--- config.mk ---
export PLATFORM = sky130hd
export DESIGN_NAME = ahb_bridge_arbiter
export DESIGN_NICKNAME = d
export VERILOG_FILES = /design/src/rtl/ahb_apb_pkg.sv /design/src/rtl/rr_pick.sv /design/src/rtl/ahb_bridge_arbiter.sv
export SDC_FILE = /design/constraint.sdc
export NUM_CORES = 1
export LEC_CHECK = 0
export ABC_AREA = 1
export CORE_ASPECT_RATIO = 1.5
export CORE_MARGIN = 4
export CORE_UTILIZATION = 30
export CTS_CLUSTER_DIAMETER = 50
export DETAILED_ROUTE_END_ITERATION = 8
export HOLD_SLACK_MARGIN = 0.15
export SLEW_MARGIN = 10
export SYNTH_ARGS = -nofsm -noshare
export SYNTH_HDL_FRONTEND = slang
export SYNTH_HIERARCHICAL = 1
export SYNTH_SLANG_ARGS = --single-unit
--- constraint.sdc ---
create_clock -name Hclk -period 1.7 [get_ports Hclk]
set_input_delay 0.34 -clock Hclk [delete_from_list [all_inputs] [get_ports Hclk]]
set_output_delay 0.34 -clock Hclk [all_outputs]
set_load 0.005 [all_outputs]
--- src/rtl/ahb_apb_pkg.sv ---
// ahb_apb_pkg: shared AHB transfer-type codes and arbiter state encoding
// for the AHB-to-APB bridge.
package ahb_apb_pkg;

    localparam logic [1:0] HTRANS_IDLE   = 2'b00;
    localparam logic [1:0] HTRANS_BUSY   = 2'b01;
    localparam logic [1:0] HTRANS_NONSEQ = 2'b10;
    localparam logic [1:0] HTRANS_SEQ    = 2'b11;

    typedef enum logic [1:0] {
        PARK,
        OWN,
        HANDOVER
    } arb_state_t;

endpackage

--- src/rtl/rr_pick.sv ---
// rr_pick: combinational round-robin picker; scans req starting just after
// last and wrapping, so last itself is the lowest-priority candidate.
module rr_pick #(
    parameter int N = 4,
    parameter int W = $clog2(N)
) (
    input  logic [N-1:0] req,
    input  logic [W-1:0] last,
    output logic [N-1:0] onehot,
    output logic [W-1:0] idx,
    output logic         any_req
);

    logic [W-1:0] j;

    always_comb begin
        onehot  = '0;
        idx     = last;
        j       = '0;
        any_req = |req;
        // Walk from the farthest candidate to the nearest so the nearest requester wins.
        for (int i = N; i >= 1; i--) begin
            j = W'((int'(last) + i) % N);
            if (req[j]) idx = j;
        end
        if (any_req) onehot[idx] = 1'b1;
    end

endmodule

--- src/rtl/ahb_bridge_arbiter.sv ---
// ahb_bridge_arbiter: round-robin arbiter for the bridge AHB slave port with tenure limit.
// Define HLOCK_EN to add the Hlock port and locked-tenure support.
module ahb_bridge_arbiter
    import ahb_apb_pkg::*;
#(
    parameter int NUM_MASTERS = 4,
    parameter int MAX_HOLD    = 16,
    parameter int MW          = $clog2(NUM_MASTERS)
) (
    input  logic                   Hclk,
    input  logic                   Hresetin,
    input  logic [NUM_MASTERS-1:0] Hbusreq,
`ifdef HLOCK_EN
    input  logic [NUM_MASTERS-1:0] Hlock,
`endif
    input  logic [1:0]             Htrans,
    input  logic                   Hreadyout,
    output logic [NUM_MASTERS-1:0] Hgrant,
    output logic [MW-1:0]          Hmaster,
    output logic                   Hmastlock
);

    localparam int HW = MAX_HOLD > 0 ? $clog2(MAX_HOLD + 1) : 1;

    arb_state_t             state, state_d;
    logic [NUM_MASTERS-1:0] grant_d, win_oh;
    logic [MW-1:0]          gidx, gidx_d, master_d, win_idx;
    logic [HW-1:0]          hold, hold_d;
    logic                   lock_d, any_req, owner_req, other_req, lock_inh, rearb_ok;

    rr_pick #(.N(NUM_MASTERS), .W(MW)) u_pick (
        .req    (Hbusreq),
        .last   (Hmaster),
        .onehot (win_oh),
        .idx    (win_idx),
        .any_req(any_req)
    );

    always_comb begin
        owner_req = Hbusreq[Hmaster];
        other_req = |(Hbusreq & ~(NUM_MASTERS'(1) << Hmaster));
`ifdef HLOCK_EN
        lock_inh  = Hlock[Hmaster] && owner_req;
`else
        lock_inh  = 1'b0;
`endif
        rearb_ok  = Hreadyout && Htrans != HTRANS_SEQ && Htrans != HTRANS_BUSY && !lock_inh &&
                    (!owner_req || state == PARK ||
                     (MAX_HOLD != 0 && int'(hold) >= MAX_HOLD - 1 && other_req));
        state_d   = state;
        grant_d   = Hgrant;
        gidx_d    = gidx;
        master_d  = Hmaster;
        hold_d    = hold;
        case (state)
            PARK: begin
                hold_d = '0;
                if (any_req && rearb_ok) begin
                    grant_d = win_oh;
                    gidx_d  = win_idx;
                    state_d = win_idx != Hmaster ? HANDOVER : OWN;
                end
            end
            OWN: begin
                hold_d = int'(hold) < MAX_HOLD ? hold + 1'b1 : hold;
                if (rearb_ok && any_req && win_idx != Hmaster) begin
                    grant_d = win_oh;
                    gidx_d  = win_idx;
                    state_d = HANDOVER;
                end else if (!any_req) begin
                    state_d = PARK;
                end
            end
            default: begin
                master_d = gidx;
                hold_d   = '0;
                state_d  = Hbusreq[gidx] ? OWN : PARK;
            end
        endcase
`ifdef HLOCK_EN
        lock_d = Hlock[master_d];
`else
        lock_d = 1'b0;
`endif
    end

    always_ff @(posedge Hclk or posedge Hresetin) begin
        if (Hresetin) begin
            state     <= PARK;
            Hgrant    <= NUM_MASTERS'(1);
            gidx      <= '0;
            Hmaster   <= '0;
            Hmastlock <= 1'b0;
            hold      <= '0;
        end else if (Hreadyout) begin
            state     <= state_d;
            Hgrant    <= grant_d;
            gidx      <= gidx_d;
            Hmaster   <= master_d;
            Hmastlock <= lock_d;
            hold      <= hold_d;
        end
    end

endmodule
# Yosys cells after proc, flatten, opt, wreduce, memory -nomap -nowiden
# Index checks and enable logic that the tools add are counted.
[word_totals]
reg_bits = 15
[op_classes]
add_sub_neg = 5
n_lt_le_gt_ge = 10
n_eq_ne = 8
n_shift = 1
muxes = 33
bitwise = 3
n_reduce_logical = 19
[ops]
columns = ["cell", "n"]
rows = [
  ["less-than comparator 2 x 3 -> 1 bit (second input constant)", 7],
  ["two-way mux 2 bit", 10],
  ["binary-select mux 1 bit (select 2 bit)", 6],
  ["two-way mux 4 bit", 3],
  ["two-way mux 5 bit", 2],
  ["two-way mux 1 bit", 8],
  ["case mux 2 bit (2 select lines)", 2],
  ["case mux 4 bit (2 select lines)", 1],
  ["OR reduction 4 bit", 2],
  ["logical AND 1 bit", 7],
  ["inequality test 2 bit (second input constant)", 3],
  ["adder 5 x 1 -> 5 bit (second input constant)", 1],
  [">= comparator 5 x 4 -> 1 bit (second input constant)", 1],
  ["less-than comparator 5 bit (second input constant)", 1],
  ["adder 2 x 1 -> 2 bit (second input constant)", 2],
  ["adder 2 bit (second input constant)", 2],
  ["bitwise AND 4 bit", 1],
  ["inequality test 2 x 1 -> 1 bit (second input constant)", 2],
  ["inverter 4 bit", 1],
  ["AND reduction 2 bit", 2],
  ["AND reduction 4 bit", 1],
  ["left shift 1 x 2 -> 4 bit (first input constant)", 1],
  ["inequality test 3 bit (second input constant)", 1],
  ["AND reduction 3 bit", 1],
  ["other kinds (10)", 11],
]

# Depth between registers and ports, before layout
[logic_depth]
depth_word = 14
ltp_mapped = 19

# Cells and area by module
# The synthesis kept the hierarchy.
[modules_own_cells]
columns = ["module", "n_inst", "cells_each", "area_each_um2"]
rows = [
  ["ahb_bridge_arbiter", 1, 131, 997.2],
  ["rr_pick", 1, 53, 266.5],
]

# Worst setup path before layout
# No wires, ideal clock.
[synth_timing]
path_type = "reg-to-reg"
from = "reg Hmaster[0]"
to = "reg state[0]"
arrival_time_ns = 1.735
required_ns = 1.583
setup_slack_ns = -0.151
path_stages_with_launch = 18
n_path_buf = 1
synth_period_minus_slack_ns = 1.851
cell_sequence = "dfrtp_1 buf_6 o21ai_2 nand2_2 nand2_1 nand2_2 nand2_1 nand2_2 nand2_2 inv_1 xnor2_1 nand2_1 nand3_2 nand2_4 nand2_4 nand2_2 nand2_1 nand2_1"
[synth_via]
elab_chain_cells = 11
[synth_rtl]
columns = ["item", "line", "source"]
rows = [
  ["from (decl)", "ahb_bridge_arbiter.sv:19", "output logic [MW-1:0] Hmaster,"],
  ["from (signal assigned)", "ahb_bridge_arbiter.sv:99", "Hmaster <= master_d;"],
  ["adder 2 x 1 -> 2 bit / left shift 1 x 2 -> 4 bit (equally long branches)", "rr_pick.sv:23, ahb_bridge_arbiter.sv:41", ""],
  ["binary-select mux 1 bit (select 2 bit) / inverter 4 bit (equally long branches)", "rr_pick.sv:24, ahb_bridge_arbiter.sv:41", ""],
  ["two-way mux 1 bit (not written as such) / bitwise AND 4 bit (equally long branches)", "rr_pick.sv:24, ahb_bridge_arbiter.sv:41", ""],
  ["two-way mux 2 bit / OR reduction 4 bit (equally long branches)", "rr_pick.sv:24, ahb_bridge_arbiter.sv:41", ""],
  ["two-way mux 2 bit / logical AND 1 bit (equally long branches)", "rr_pick.sv:24, ahb_bridge_arbiter.sv:49", ""],
  ["two-way mux 2 bit / logical OR 1 bit (equally long branches)", "rr_pick.sv:24, ahb_bridge_arbiter.sv:48", ""],
  ["two-way mux 2 bit / logical AND 1 bit (equally long branches)", "rr_pick.sv:24, ahb_bridge_arbiter.sv:47", ""],
  ["inequality test 2 bit / logical AND 1 bit (equally long branches)", "ahb_bridge_arbiter.sv:61, ahb_bridge_arbiter.sv:66, ahb_bridge_arbiter.sv:58", ""],
  ["two-way mux 2 bit / logical AND 1 bit (equally long branches)", "ahb_bridge_arbiter.sv:61, ahb_bridge_arbiter.sv:66", ""],
  ["two-way mux 2 bit, or another cell as far along", "ahb_bridge_arbiter.sv:58", "if (any_req && rearb_ok) begin"],
  ["case mux 2 bit (2 select lines) / AND reduction 3 bit (equally long branches)", "n/a", ""],
  ["to (signal assigned)", "ahb_bridge_arbiter.sv:96", "state <= state_d;"],
  ["to (decl)", "ahb_bridge_arbiter.sv:25", "arb_state_t state, state_d;"],
]
# Several ways; a longest one is shown, not always the timed one. The select of a mux whose other input is x is not followed.
# A chain may end at the register's enable or synchronous reset.

# Final worst setup path
[layout_timing]
from = "reg Hmaster[0]"
to = "reg state[1]"
# Same word-level chain as after synthesis.

==> results.py <==
metrics = {
    "floorplan": {
        "dieArea_um2": 5340,
        "initial_core_util_pct": 31.6,
        "coreArea_um2": 3990,
        "num_rows": 28,
        "die_w_um": 61.0,
        "die_height_um": 87.5,
        "io_pins": 16,
    },
    "sta": {
        "clock_skew_ns": 0.00202,
        "slew_violations": 0,
        "clock.fmax_mhz": 504,
        "worst_slack_ns": -0.286,
        "setup_viol": 8,
        "setup_tns_ns": -2.19,
        "whs_ns": 0.393,
        "rsz0062_at_grt": "true",
        "period_share_pct": 117,
        "fin_crit_ns": 1.99,
        "hold_viol_final": 0,
    },
    "cells_and_area": {
        "final_cell_mix": "nand2_1, buf_4, nand2_2",
        "fin_area_um2": 1790,
        "fillers": 434,
        "register_area_um2": 378,
        "final_common_cell": "nand2_1",
        "fin_nets": 242,
        "multi_input_area_um2": 812,
        "utilization_pct": 44.9,
        "insertedDiodeCount": 0,
        "syn_to_final_growth_pct": 41.8,
        "drive_gt1_share_pct": 40.4,
        "layout.cells.non_filler": 275,
    },
    "global_routing": {
        "gr-total-overflow": 0,
        "grt_use_met2_pct": 23.7,
        "use_met1_pct": 13.7,
        "grt.total_usage_pct": 12.5,
        "grt_max_degree": 16,
        "grt_pass1_vias": 1251,
        "grt_antenna_before_repair": 0,
        "busiest_layer": "met2",
        "grt_pass1_wl_um": 5150,
        "grtUsageMet3_pct": 0.445,
    },
    "worst_setup_path": {
        "path_delay_family": "simple AND/OR/NAND/NOR gates",
        "startpoint": "Hmaster[0]$_DFFE_PP0P_",
        "path_buf_inv": 3,
        "crit_path_frequent_cell": "nand2_2",
        "crit_cells": 18,
        "cp_max_fo": 8,
        "regToRegStartpoint": "Hmaster[0]$_DFFE_PP0P_",
        "r2r_cells": 18,
        "cp_cell_sequence": "buf_6 -> clkinv_8 -> nand2_4 -> nand2_4 -> nand2_2 -> nand2_2 -> nand2_2 -> nand3_2 -> nand2_2 -> inv_2 -> xnor2_1 -> nand2_1 -> nand3_2 -> nand2_4 -> nand2_4 -> nand2_2 -> nand2_1 -> nand2_1",
        "critical_path.startpoint_type": "flip-flop",
        "critPathRequiredTime_ns": 1.84,
        "path_class": "reg2reg",
        "crit_arrival_ns": 2.13,
        "worstSetupEndpointType": "flip-flop",
        "critPathMaxStageDelay_ns": 0.43,
        "crit_slowest_cell": "dfrtp_1",
    },
    "synthesis": {
        "syn_avg_cell_area_um2": 6.87,
        "ys.flop_type": "dfrtp_1",
        "yosysSeqAreaShare_pct": 29.8,
        "synth_edf_count": 0,
        "synth_fp_nets": 195,
        "synth-seq-cells": 15,
        "yosysUniqueCellTypes": 31,
        "ys_async_sr_fraction_pct": 100,
        "netlist_area_um2": 1260,
        "syn_inst": 184,
        "synth_top_area_share_pct": 27.7,
        "netlist_top_cells_area": "dfrtp_1, nand2_1, nand2_2, inv_1, nor2_1",
        "yosys.area.top_type": "dfrtp_1",
        "synth-warning-count": 6,
    },
    "power": {
        "pwr_density_cell_nw_per_um2": 1700,
        "power_leakage_nw": 0.950,
        "vdd_drop_max_mv": 1.13,
        "p_total_mw": 3.05,
    },
    "placed_design": {
        "io_buffers": 13,
        "placed_cell_area_um2": 1620,
        "dp_hpwl_um": 2500,
        "place_ws_ns": -0.583,
        "dp.cells": 265,
        "gp_congestion": 0.824,
    },
    "detailed_routing": {
        "wl_per_cell_um": 11.6,
        "wirelength_um": 3180,
        "vias": 1278,
        "vias_per_cell": 4.65,
        "remaining_drc_errors": 0,
        "drt-initial-drc-count": 39,
        "drtAntennaViolNets": 0,
        "drt_first_pass_iters": 4,
    },
    "clock_network": {
        "cts_hold_buf": 0,
        "worstSkewPairLatency_ns": 0.25,
        "cts_max_level": 1,
        "cts.sinks": 15,
        "cts_root_buf": "clkbuf_8",
        "cts_tree": "done",
        "clk_pin_slew_ns": 0.07,
        "numCtsBuffers": 3,
        "ctsLongestPathBuffers": 2,
    },
    "flow_run": {
        "cap_violations": 0,
    },
    "run_status": {
        "violations": "setup timing",
        "outcome": "complete, but fails checks",
    },
    "worst_hold_path": {
        "hold_class": "in2async",
    },
}
## power breakdown
group | total [mW] | internal (mW) | switching, mW
combinational | 2.14 | 0.984 | 1.15
clock | 0.298 | 0.163 | 0.135
sequential | 0.612 | 0.482 | 0.130
## cell type report
cell class / instances / share of cell area [%]
inverters: 27 / 6.49
clock buffers: 3 / 2.30
clock inverters: 1 / 0.279
well taps: 45 / 3.14
repair buffers: 46 / 21.4
multi-input cells: 138 / 45.3
flip-flops and latches: 15 / 21.1
## path summary, 6_finish.rpt
path                            slack, ns               endpoint
worst min register to register       0.47  Hgrant[0]$_DFFE_PP1P_
worst max-delay path                -0.29   state[1]$_DFFE_PP0P_
worst min-delay path                 0.39  Hgrant[2]$_DFFE_PP0P_
max in group asynchronous            1.06  Hgrant[0]$_DFFE_PP1P_
worst max register to register      -0.29   state[1]$_DFFE_PP0P_
min in group Hclk                    0.47  Hgrant[0]$_DFFE_PP1P_
## Yosys cell counts (2+ instances only)
cell	number
nand4_1	8
a21oi_1	2
nand2_4	2
nand3_1	10
nor2_1	14
inv_1	14
dfrtp_1	14
nand2_1	59
inv_2	10
nand2_2	16
nand3_2	3
xnor2_1	2
o21ai_1	6
o21ai_0	3
o21ai_2	2
ha_1	2
buf_6	3
## timing repair
| item | CTS | global route |
|---|---|---|
| cloned | 0 | 0 |
| resized for setup | 9 | 21 |
| pin swaps | 7 | 0 |
| setup buffers | 4 | 2 |
| setup endpoints to repair | 8 | 8 |
| endpoints found under the hold margin | 0 | 0 |
## cells by family after synthesis
logic type	after synthesis	share of synthesized area, %
simple gates	116	45.7
buf+inv	31	11.9
compound gates	17	8.91
flops	15	29.8
xor+xnor	2	1.39
fa+ha+maj	2	1.98
other cells	1	0.297
## registers in the layout (all words and copies together) (netlist names)
register,flops
Hgrant,4
Hmaster,2
gidx,2
hold,5
state,2
## worst reg2reg max path: stages (launching register included)
cell and delay (ns):
dfrtp_1 0.43, buf_6 0.16, clkinv_8 0.07, nand2_4 0.07, nand2_4 0.06, nand2_2 0.08
nand2_2 0.05, nand2_2 0.08, nand3_2 0.07, nand2_2 0.08, inv_2 0.04, xnor2_1 0.14
nand2_1 0.10, nand3_2 0.09, nand2_4 0.09, nand2_4 0.09, nand2_2 0.06, nand2_1 0.05
nand2_1 0.05
## per-layer routing
metal | vias to the layer above | wire length (um)
met3 | 9 | 48
li1 | 669 | -
met4 | 0 | 80
met2 | 18 | 1850
met5 | - | 0
met1 | 582 | 1200
(Power assumes the default switching activity.)
